[src/rtl/mips_pkg.sv]
// Shared control-word layout and forwarding encodings for the MIPS pipeline.
package mips_pkg;

  localparam int unsigned CtrlWidth = 9;

  // CtrlD bit positions: {ALUOp[1:0], ALUSrc, RegDst, Branch, Jump, RegWrite, MemtoReg, MemWrite}
  localparam int unsigned CTRL_ALUOP_HI = 8;
  localparam int unsigned CTRL_ALUOP_LO = 7;
  localparam int unsigned CTRL_ALUSRC   = 6;
  localparam int unsigned CTRL_REGDST   = 5;
  localparam int unsigned CTRL_BRANCH   = 4;
  localparam int unsigned CTRL_JUMP     = 3;
  localparam int unsigned CTRL_REGWRITE = 2;
  localparam int unsigned CTRL_MEMTOREG = 1;
  localparam int unsigned CTRL_MEMWRITE = 0;

  localparam logic [1:0] FWD_RF  = 2'b00;
  localparam logic [1:0] FWD_WB  = 2'b01;
  localparam logic [1:0] FWD_MEM = 2'b10;

  // Controls consumed in E; Branch/Jump are resolved in D and not carried.
  typedef struct packed {
    logic [1:0] alu_op;
    logic       alu_src;
    logic       reg_dst;
    logic       reg_write;
    logic       mem_to_reg;
    logic       mem_write;
  } ex_ctrl_t;

  typedef struct packed {
    logic       reg_write;
    logic       mem_to_reg;
    logic       mem_write;
    logic [4:0] write_reg;
  } mem_ctrl_t;

endpackage

[src/rtl/hazard_forward_unit.sv]
// Forwarding comparators for the E-stage ALU operands and the D-stage branch compare.
module hazard_forward_unit
  import mips_pkg::*;
(
  input  logic [4:0] rs_d_i,
  input  logic [4:0] rt_d_i,
  input  logic [4:0] rs_e_i,
  input  logic [4:0] rt_e_i,
  input  logic       reg_write_m_i,
  input  logic [4:0] write_reg_m_i,
  input  logic       reg_write_w_i,
  input  logic [4:0] write_reg_w_i,
  output logic [1:0] fwd_a_e_o,
  output logic [1:0] fwd_b_e_o,
  output logic       fwd_a_d_o,
  output logic       fwd_b_d_o
);

  // $0 is hardwired, so it never forwards; M wins over W as the younger result.
  function automatic logic [1:0] sel_e(input logic [4:0] src, input logic rw_m,
                                       input logic [4:0] wr_m, input logic rw_w,
                                       input logic [4:0] wr_w);
    if ((src != 5'd0) && (src == wr_m) && rw_m) begin
      return FWD_MEM;
    end else if ((src != 5'd0) && (src == wr_w) && rw_w) begin
      return FWD_WB;
    end
    return FWD_RF;
  endfunction

  always_comb begin
    fwd_a_e_o = sel_e(rs_e_i, reg_write_m_i, write_reg_m_i, reg_write_w_i, write_reg_w_i);
    fwd_b_e_o = sel_e(rt_e_i, reg_write_m_i, write_reg_m_i, reg_write_w_i, write_reg_w_i);
    fwd_a_d_o = (rs_d_i != 5'd0) && (rs_d_i == write_reg_m_i) && reg_write_m_i;
    fwd_b_d_o = (rt_d_i != 5'd0) && (rt_d_i == write_reg_m_i) && reg_write_m_i;
  end

endmodule

[src/rtl/hazard_control_pipe.sv]
// Control pipeline D->E->M->W with load-use / branch stall detection and forwarding selects.
module hazard_control_pipe
  import mips_pkg::*;
(
  input  logic                 clk,
  input  logic                 rst_n,
  input  logic [CtrlWidth-1:0] CtrlD,
  input  logic                 EqualD,
  input  logic [4:0]           RsD,
  input  logic [4:0]           RtD,
  input  logic [4:0]           RdD,
  output logic [3:0]           ExCtrlE,
  output logic                 MemWriteM,
  output logic                 RegWriteW,
  output logic                 MemtoRegW,
  output logic [4:0]           WriteRegW,
  output logic [1:0]           ForwardAE,
  output logic [1:0]           ForwardBE,
  output logic                 ForwardAD,
  output logic                 ForwardBD,
  output logic                 StallF,
  output logic                 StallD,
  output logic                 FlushD,
  output logic                 PCSrcD
);

  ex_ctrl_t   ex_q, ex_d;
  logic [4:0] rs_e_q, rs_e_d, rt_e_q, rt_e_d, rd_e_q, rd_e_d;
  mem_ctrl_t  mem_q, mem_d;
  logic       reg_write_w_q, reg_write_w_d;
  logic       mem_to_reg_w_q, mem_to_reg_w_d;
  logic [4:0] write_reg_w_q, write_reg_w_d;

  logic       branch_d, jump_d;
  logic [4:0] write_reg_e;
  logic       lw_stall, branch_stall, stall;
  logic       pc_src;

  always_comb begin
    branch_d     = CtrlD[CTRL_BRANCH];
    jump_d       = CtrlD[CTRL_JUMP];
    write_reg_e  = ex_q.reg_dst ? rd_e_q : rt_e_q;
    lw_stall     = ex_q.mem_to_reg && ((rt_e_q == RsD) || (rt_e_q == RtD));
    branch_stall = branch_d &&
                   ((ex_q.reg_write && ((write_reg_e == RsD) || (write_reg_e == RtD))) ||
                    (mem_q.mem_to_reg && ((mem_q.write_reg == RsD) ||
                                          (mem_q.write_reg == RtD))));
    stall        = lw_stall || branch_stall;
    // Reset gates the decode-driven outputs so nothing escapes while rst_n is low.
    pc_src       = rst_n && branch_d && EqualD && !branch_stall;
  end

  always_comb begin
    ex_d   = '0;
    rs_e_d = '0;
    rt_e_d = '0;
    rd_e_d = '0;
    if (!stall) begin
      ex_d.alu_op     = CtrlD[CTRL_ALUOP_HI:CTRL_ALUOP_LO];
      ex_d.alu_src    = CtrlD[CTRL_ALUSRC];
      ex_d.reg_dst    = CtrlD[CTRL_REGDST];
      ex_d.reg_write  = CtrlD[CTRL_REGWRITE];
      ex_d.mem_to_reg = CtrlD[CTRL_MEMTOREG];
      ex_d.mem_write  = CtrlD[CTRL_MEMWRITE];
      rs_e_d          = RsD;
      rt_e_d          = RtD;
      rd_e_d          = RdD;
    end
    mem_d.reg_write  = ex_q.reg_write;
    mem_d.mem_to_reg = ex_q.mem_to_reg;
    mem_d.mem_write  = ex_q.mem_write;
    mem_d.write_reg  = write_reg_e;
    reg_write_w_d    = mem_q.reg_write;
    mem_to_reg_w_d   = mem_q.mem_to_reg;
    write_reg_w_d    = mem_q.write_reg;
  end

  always_ff @(posedge clk or negedge rst_n) begin
    if (!rst_n) begin
      ex_q           <= '0;
      rs_e_q         <= '0;
      rt_e_q         <= '0;
      rd_e_q         <= '0;
      mem_q          <= '0;
      reg_write_w_q  <= 1'b0;
      mem_to_reg_w_q <= 1'b0;
      write_reg_w_q  <= '0;
    end else begin
      ex_q           <= ex_d;
      rs_e_q         <= rs_e_d;
      rt_e_q         <= rt_e_d;
      rd_e_q         <= rd_e_d;
      mem_q          <= mem_d;
      reg_write_w_q  <= reg_write_w_d;
      mem_to_reg_w_q <= mem_to_reg_w_d;
      write_reg_w_q  <= write_reg_w_d;
    end
  end

  hazard_forward_unit u_forward (
    .rs_d_i        (RsD),
    .rt_d_i        (RtD),
    .rs_e_i        (rs_e_q),
    .rt_e_i        (rt_e_q),
    .reg_write_m_i (mem_q.reg_write),
    .write_reg_m_i (mem_q.write_reg),
    .reg_write_w_i (reg_write_w_q),
    .write_reg_w_i (write_reg_w_q),
    .fwd_a_e_o     (ForwardAE),
    .fwd_b_e_o     (ForwardBE),
    .fwd_a_d_o     (ForwardAD),
    .fwd_b_d_o     (ForwardBD)
  );

  always_comb begin
    ExCtrlE   = {ex_q.alu_op, ex_q.alu_src, ex_q.reg_dst};
    MemWriteM = mem_q.mem_write;
    RegWriteW = reg_write_w_q;
    MemtoRegW = mem_to_reg_w_q;
    WriteRegW = write_reg_w_q;
    StallF    = stall;
    StallD    = stall;
    PCSrcD    = pc_src;
    FlushD    = rst_n && (pc_src || jump_d) && !stall;
  end

endmodule
[config.mk]
export PLATFORM = sky130hd
export DESIGN_NAME = hazard_control_pipe
export DESIGN_NICKNAME = d
export VERILOG_FILES = /design/src/rtl/mips_pkg.sv /design/src/rtl/hazard_forward_unit.sv /design/src/rtl/hazard_control_pipe.sv
export SDC_FILE = /design/constraint.sdc
export NUM_CORES = 1
export LEC_CHECK = 0
export ABC_AREA = 1
export BUFFER_PORTS_ARGS = -buffer_cell sky130_fd_sc_hd__buf_2
export CAP_MARGIN = 20
export CORE_ASPECT_RATIO = 0.5
export CORE_MARGIN = 4
export CORE_UTILIZATION = 40
export CTS_CLUSTER_DIAMETER = 30
export DETAILED_ROUTE_END_ITERATION = 16
export GPL_ROUTABILITY_DRIVEN = 0
export PLACE_DENSITY = 0.62
export SLEW_MARGIN = 10
export SYNTH_ARGS = -nofsm -noshare
export SYNTH_HDL_FRONTEND = slang
export SYNTH_SLANG_ARGS = --single-unit
[constraint.sdc]
create_clock -name clk -period 4.2 [get_ports clk]
set_clock_uncertainty 0.2 [all_clocks]
set_input_delay 0 -clock clk [delete_from_list [all_inputs] [get_ports clk]]
set_output_delay 0 -clock clk [all_outputs]
set_load 0.05 [all_outputs]
==> impl_metrics.prom <==
# TYPE chip_impl_metric gauge
chip_impl_info{name="timing.critical_path.cells",value="inv_2 -> nand2_1 -> nand2_2 -> nand2_1 -> nand2_1 -> nor2_1 -> nand3_1 -> nand2_1 -> nand2_1 -> nand2_1 -> nand2_2 -> nand2_4 -> nor2_1 -> dlygate4sd3_1"} 1
chip_impl_metric{name="power.share.clock",unit="%"} 29.5
chip_impl_info{name="outcome",value="completed"} 1
chip_impl_metric{name="synth_edf_count",unit=""} 0
chip_impl_metric{name="finalSetupViolCount",unit=""} 0
chip_impl_metric{name="ys_ff_latch",unit=""} 37
chip_impl_metric{name="maxCapViolations",unit=""} 0
chip_impl_metric{name="routed-via-count",unit=""} 1936
chip_impl_metric{name="dieHeight",unit="um"} 57.90
chip_impl_metric{name="critical_path_peak_fanout",unit=""} 25
chip_impl_info{name="root_buffer",value="sky130_fd_sc_hd__clkbuf_8"} 1
chip_impl_info{name="cp_common_cell",value="sky130_fd_sc_hd__nand2_1"} 1
chip_impl_info{name="crit-reg2reg-launch",value="ExCtrlE[0]$_DFF_PN0_"} 1
chip_impl_metric{name="final_net_count",unit=""} 360
chip_impl_info{name="hp-start",value="CtrlD[4]"} 1
chip_impl_metric{name="crit_buf_inv",unit=""} 2
chip_impl_metric{name="layout.core_utilization",unit="%"} 59.56
chip_impl_metric{name="hold_depth",unit=""} 4
chip_impl_metric{name="synthDistinctLibCells",unit=""} 26
chip_impl_metric{name="timing.setup.tns",unit="ns"} 0
chip_impl_metric{name="grt_usage",unit="%"} 17.73
chip_impl_metric{name="insertedDiodeCount",unit=""} 0
chip_impl_info{name="worst_path_max_delay_cell",value="sky130_fd_sc_hd__dlygate4sd3_1"} 1
chip_impl_metric{name="placed_wire_length_estimate",unit="um"} 3790
chip_impl_metric{name="cts.htree.levels",unit=""} 2
chip_impl_info{name="path_class",value="register to register"} 1
chip_impl_metric{name="power_density",unit="nW/um^2"} 403.8
chip_impl_metric{name="power.share.switching",unit="%"} 35.39
chip_impl_metric{name="timing.final.hold_violations",unit=""} 0
chip_impl_metric{name="cpPeakStageDelay",unit="ns"} 0.56
chip_impl_metric{name="worst-endpoint-required",unit="ns"} 4.18
chip_impl_info{name="whs_endpoint",value="rd_e_q[2]$_DFF_PN0_"} 1
chip_impl_metric{name="first_global_vias",unit=""} 1865
chip_impl_metric{name="globalRouteOverflowTotal",unit=""} 0
chip_impl_metric{name="power.share.combinational",unit="%"} 29.7
chip_impl_metric{name="max_slew_margin",unit="%"} 45.37
chip_impl_metric{name="core.rowCount",unit=""} 17
chip_impl_metric{name="placed_area",unit="um^2"} 2246
chip_impl_metric{name="switchingPower",unit="uW"} 391.1
chip_impl_info{name="cpLargestDelayFamily",value="simple AND/OR/NAND/NOR gates"} 1
chip_impl_metric{name="grt_pass1_wl",unit="um"} 8804
chip_impl_metric{name="ir_drop",unit="mV"} 0.1655
chip_impl_metric{name="dr.pass1.iters",unit=""} 5
chip_impl_metric{name="routed_wirelength",unit="um"} 5232
chip_impl_metric{name="seqPwrFrac",unit="%"} 40.8
chip_impl_metric{name="core_area",unit="um^2"} 4594
chip_impl_metric{name="final_layout_size_suffix_gt1_share",unit="%"} 18.86
chip_impl_metric{name="cellInternalPower",unit="uW"} 713.9
chip_impl_metric{name="routed_wire_length_per_instance",unit="um"} 13.08
chip_impl_metric{name="layout_overhead_on_the_synthesized_area",unit="%"} 37.37
chip_impl_metric{name="die_width",unit="um"} 107.8
chip_impl_metric{name="mappedNetlistArea",unit="um^2"} 1992
chip_impl_metric{name="cts_resized",unit=""} 0
chip_impl_metric{name="post-cts-setup-buffers",unit=""} 0
chip_impl_metric{name="clkLatencyLatePin",unit="ns"} 0.29
chip_impl_metric{name="finalWorstPathRequiredPeriod",unit="ns"} 2.524
chip_impl_metric{name="p_leak",unit="uW"} 0.001443
chip_impl_metric{name="ff2ff_setup_slack",unit="ns"} 1.68
chip_impl_metric{name="clkTransAtPathRegs",unit="ns"} 0.08
chip_impl_metric{name="post_synthesis_net_count",unit=""} 277
chip_impl_metric{name="cts-buffers-inserted",unit=""} 5
chip_impl_metric{name="finish.instance_area",unit="um^2"} 2736
chip_impl_metric{name="pin_count",unit=""} 49
chip_impl_metric{name="synth_seq_area_share",unit="%"} 46.48
chip_impl_metric{name="max_freq",unit="MHz"} 396.3
chip_impl_metric{name="clockBufferDepth",unit=""} 2
chip_impl_info{name="tritoncts_clock_tree",value="built"} 1
chip_impl_metric{name="grt_max_degree",unit=""} 40
chip_impl_info{name="synthFlopType",value="sky130_fd_sc_hd__dfrtp_1"} 1
chip_impl_metric{name="groute.layer.met2.usage",unit="%"} 28.18
chip_impl_info{name="busiest_layer",value="met2"} 1
chip_impl_metric{name="gr-usage-met1",unit="%"} 24.02
chip_impl_metric{name="io_buffers",unit=""} 48
chip_impl_metric{name="finalCritPeriodShare",unit="%"} 60.09
chip_impl_metric{name="slew_violations",unit=""} 0
chip_impl_metric{name="max_slew.worst_pin.slew",unit="ns"} 0.8194
chip_impl_metric{name="cts.sink_count",unit=""} 37
chip_impl_metric{name="timing.critical_path.arrival",unit="ns"} 2.50
chip_impl_metric{name="floorplan.initialDensity",unit="%"} 43.36
chip_impl_metric{name="postSynthCellCount",unit=""} 250
chip_impl_metric{name="async_flop_share",unit="%"} 100.0
chip_impl_info{name="setup_crit_start_kind",value="register"} 1
chip_impl_metric{name="syn_area_per_cell",unit="um^2"} 7.968
chip_impl_metric{name="grt.met3_usage",unit="%"} 4.672
chip_impl_info{name="grt_setup_unrepaired",value="no"} 1
chip_impl_metric{name="first_iter_violations",unit=""} 122
chip_impl_info{name="timing.critical_path.to_type",value="register"} 1
chip_impl_metric{name="reg2regPathDepth",unit=""} 14
chip_impl_metric{name="route.detailed.drc",unit=""} 0
chip_impl_metric{name="yosys_warnings",unit=""} 0
chip_impl_metric{name="detail-route-antenna-nets",unit=""} 0
chip_impl_metric{name="antenna_found_initial",unit=""} 0
chip_impl_info{name="hp-class",value="primary input to register"} 1
chip_impl_metric{name="post_detailed_route_via_to_cell_ratio",unit=""} 4.840
chip_impl_info{name="reg2reg_to",value="ExCtrlE[1]$_DFF_PN0_"} 1
chip_impl_metric{name="die_footprint",unit="um^2"} 6241
chip_impl_metric{name="worstSetupPathDepth",unit=""} 14
==> area by class of cell <==
type | count | area [um^2]
clock buffer | 6 | 82.58
clock inverter | 2 | 37.54
sequential | 37 | 925.9
timing repair buffer | 85 | 610.6
fill | 442 | 1858
multi-input combinational | 166 | 854.6
tap | 66 | 82.58
inverter | 38 | 142.6
==> worst min-delay path, stage by stage <==
cell                      delay (ns)
sky130_fd_sc_hd__buf_2          0.10
sky130_fd_sc_hd__nand2_2        0.07
sky130_fd_sc_hd__nand2_4        0.22
sky130_fd_sc_hd__nor2_1         0.07
==> Yosys cell counts, types with 4 or more instances <==
library cell / n / share of area [%]
sky130_fd_sc_hd__nor2_1: 39 / 7.3
sky130_fd_sc_hd__nor4_1: 4 / 1.3
sky130_fd_sc_hd__xnor2_1: 7 / 3.1
sky130_fd_sc_hd__nand3_1: 16 / 4.0
sky130_fd_sc_hd__nand2_2: 5 / 1.6
sky130_fd_sc_hd__buf_4: 5 / 1.9
sky130_fd_sc_hd__o22ai_1: 6 / 1.9
sky130_fd_sc_hd__nand2_1: 49 / 9.2
sky130_fd_sc_hd__inv_1: 37 / 7.0
sky130_fd_sc_hd__dfrtp_1: 37 / 46
sky130_fd_sc_hd__o21ai_0: 5 / 1.3
sky130_fd_sc_hd__xor2_1: 13 / 5.7
sky130_fd_sc_hd__nor3_1: 6 / 1.5
==> registers in the layout, indices dropped and copies added, names as in the netlist <==
| signal | count |
|---|---|
| reg_write_w_d | 1 |
| WriteRegW | 5 |
| MemtoRegW | 1 |
| rd_e_q | 5 |
| rs_e_q | 5 |
| RegWriteW | 1 |
| write_reg_w_d | 5 |
| mem_to_reg_w_d | 1 |
| MemWriteM | 1 |
| ex_q | 3 |
| rt_e_q | 5 |
| ExCtrlE | 4 |
==> worst max path at each step <==
stage	start	end
2_1_floorplan	write_reg_w_d[4]$_DFF_PN0_	ForwardBE[0]
3_3_place_gp	ExCtrlE[0]$_DFF_PN0_	StallF
3_5_place_dp	ExCtrlE[0]$_DFF_PN0_	FlushD
4_1_cts	ExCtrlE[0]$_DFF_PN0_	rd_e_q[3]$_DFF_PN0_
5_1_grt	ExCtrlE[0]$_DFF_PN0_	ExCtrlE[0]$_DFF_PN0_
6_report	ExCtrlE[0]$_DFF_PN0_	ExCtrlE[1]$_DFF_PN0_
==> per-stage QoR <==
step / hold WS [ns] / setup WS, ns / instances / power, uW
floorplan: -0.4956 / 0.9628 / 250 / 670.6
global placement: -0.05291 / 2.158 / 355 / 745.6
detailed placement: -0.05323 / 2.124 / 355 / 748.4
CTS: 0.004322 / 1.699 / 400 / 1111
global route: 0.04175 / 1.461 / 400 / 1166
finish: 0.009001 / 1.676 / 400 / 1105
==> kinds of logic (layout without fill, tap and decap cells) <==
group	Yosys count	count (layout)	synth area share (%)
AOI/OAI and AO/OA	23	23	7.663
xor gates and xnor gates	20	20	8.794
DFF	37	37	46.48
buffers and inverters	47	131	10.61
and+or+nand+nor	123	123	26.44
==> routing by layer <==
metal	up-vias	part of all wire, %	wire length (um)
met1	881	45	2329
li1	950	-	-
met3	10	9.1	474
met4	0	1.2	62
met5	-	0	0
met2	95	45	2366
==> power groups by stage <==
stage	clock network, uW	logic, uW	registers, uW
finish	326	328	450
global route	347	360	458
CTS	332	328	451
detailed placement	0	291	458
global placement	0	288	458
floorplan	0	194	477
==> placed cells by master (no fill, tap or decap), types with 2 or more instances in the layout <==
| cell type | instances |
|---|---|
| sky130_fd_sc_hd__clkbuf_8 | 6 |
| sky130_fd_sc_hd__nand2_1 | 49 |
| sky130_fd_sc_hd__o21ai_0 | 5 |
| sky130_fd_sc_hd__a21oi_1 | 3 |
| sky130_fd_sc_hd__and3_1 | 2 |
| sky130_fd_sc_hd__o2111ai_1 | 2 |
| sky130_fd_sc_hd__nor4_1 | 4 |
| sky130_fd_sc_hd__inv_1 | 37 |
| sky130_fd_sc_hd__nand3_1 | 16 |
| sky130_fd_sc_hd__buf_2 | 48 |
| sky130_fd_sc_hd__nor3_1 | 6 |
| sky130_fd_sc_hd__dfrtp_1 | 37 |
| sky130_fd_sc_hd__a211oi_1 | 3 |
| sky130_fd_sc_hd__nor2_1 | 39 |
| sky130_fd_sc_hd__nand2_2 | 5 |
| sky130_fd_sc_hd__o22ai_1 | 6 |
| sky130_fd_sc_hd__xor2_1 | 13 |
| sky130_fd_sc_hd__dlygate4sd3_1 | 37 |
| sky130_fd_sc_hd__xnor2_1 | 7 |
| sky130_fd_sc_hd__a311oi_1 | 2 |
==> what timing repair did <==
action | CTS | global route
endpoints found under the hold margin | 59 | 0
endpoints found under the setup margin | 0 | 0
hold buffers | 37 | 0
(Power assumes the default switching activity.)
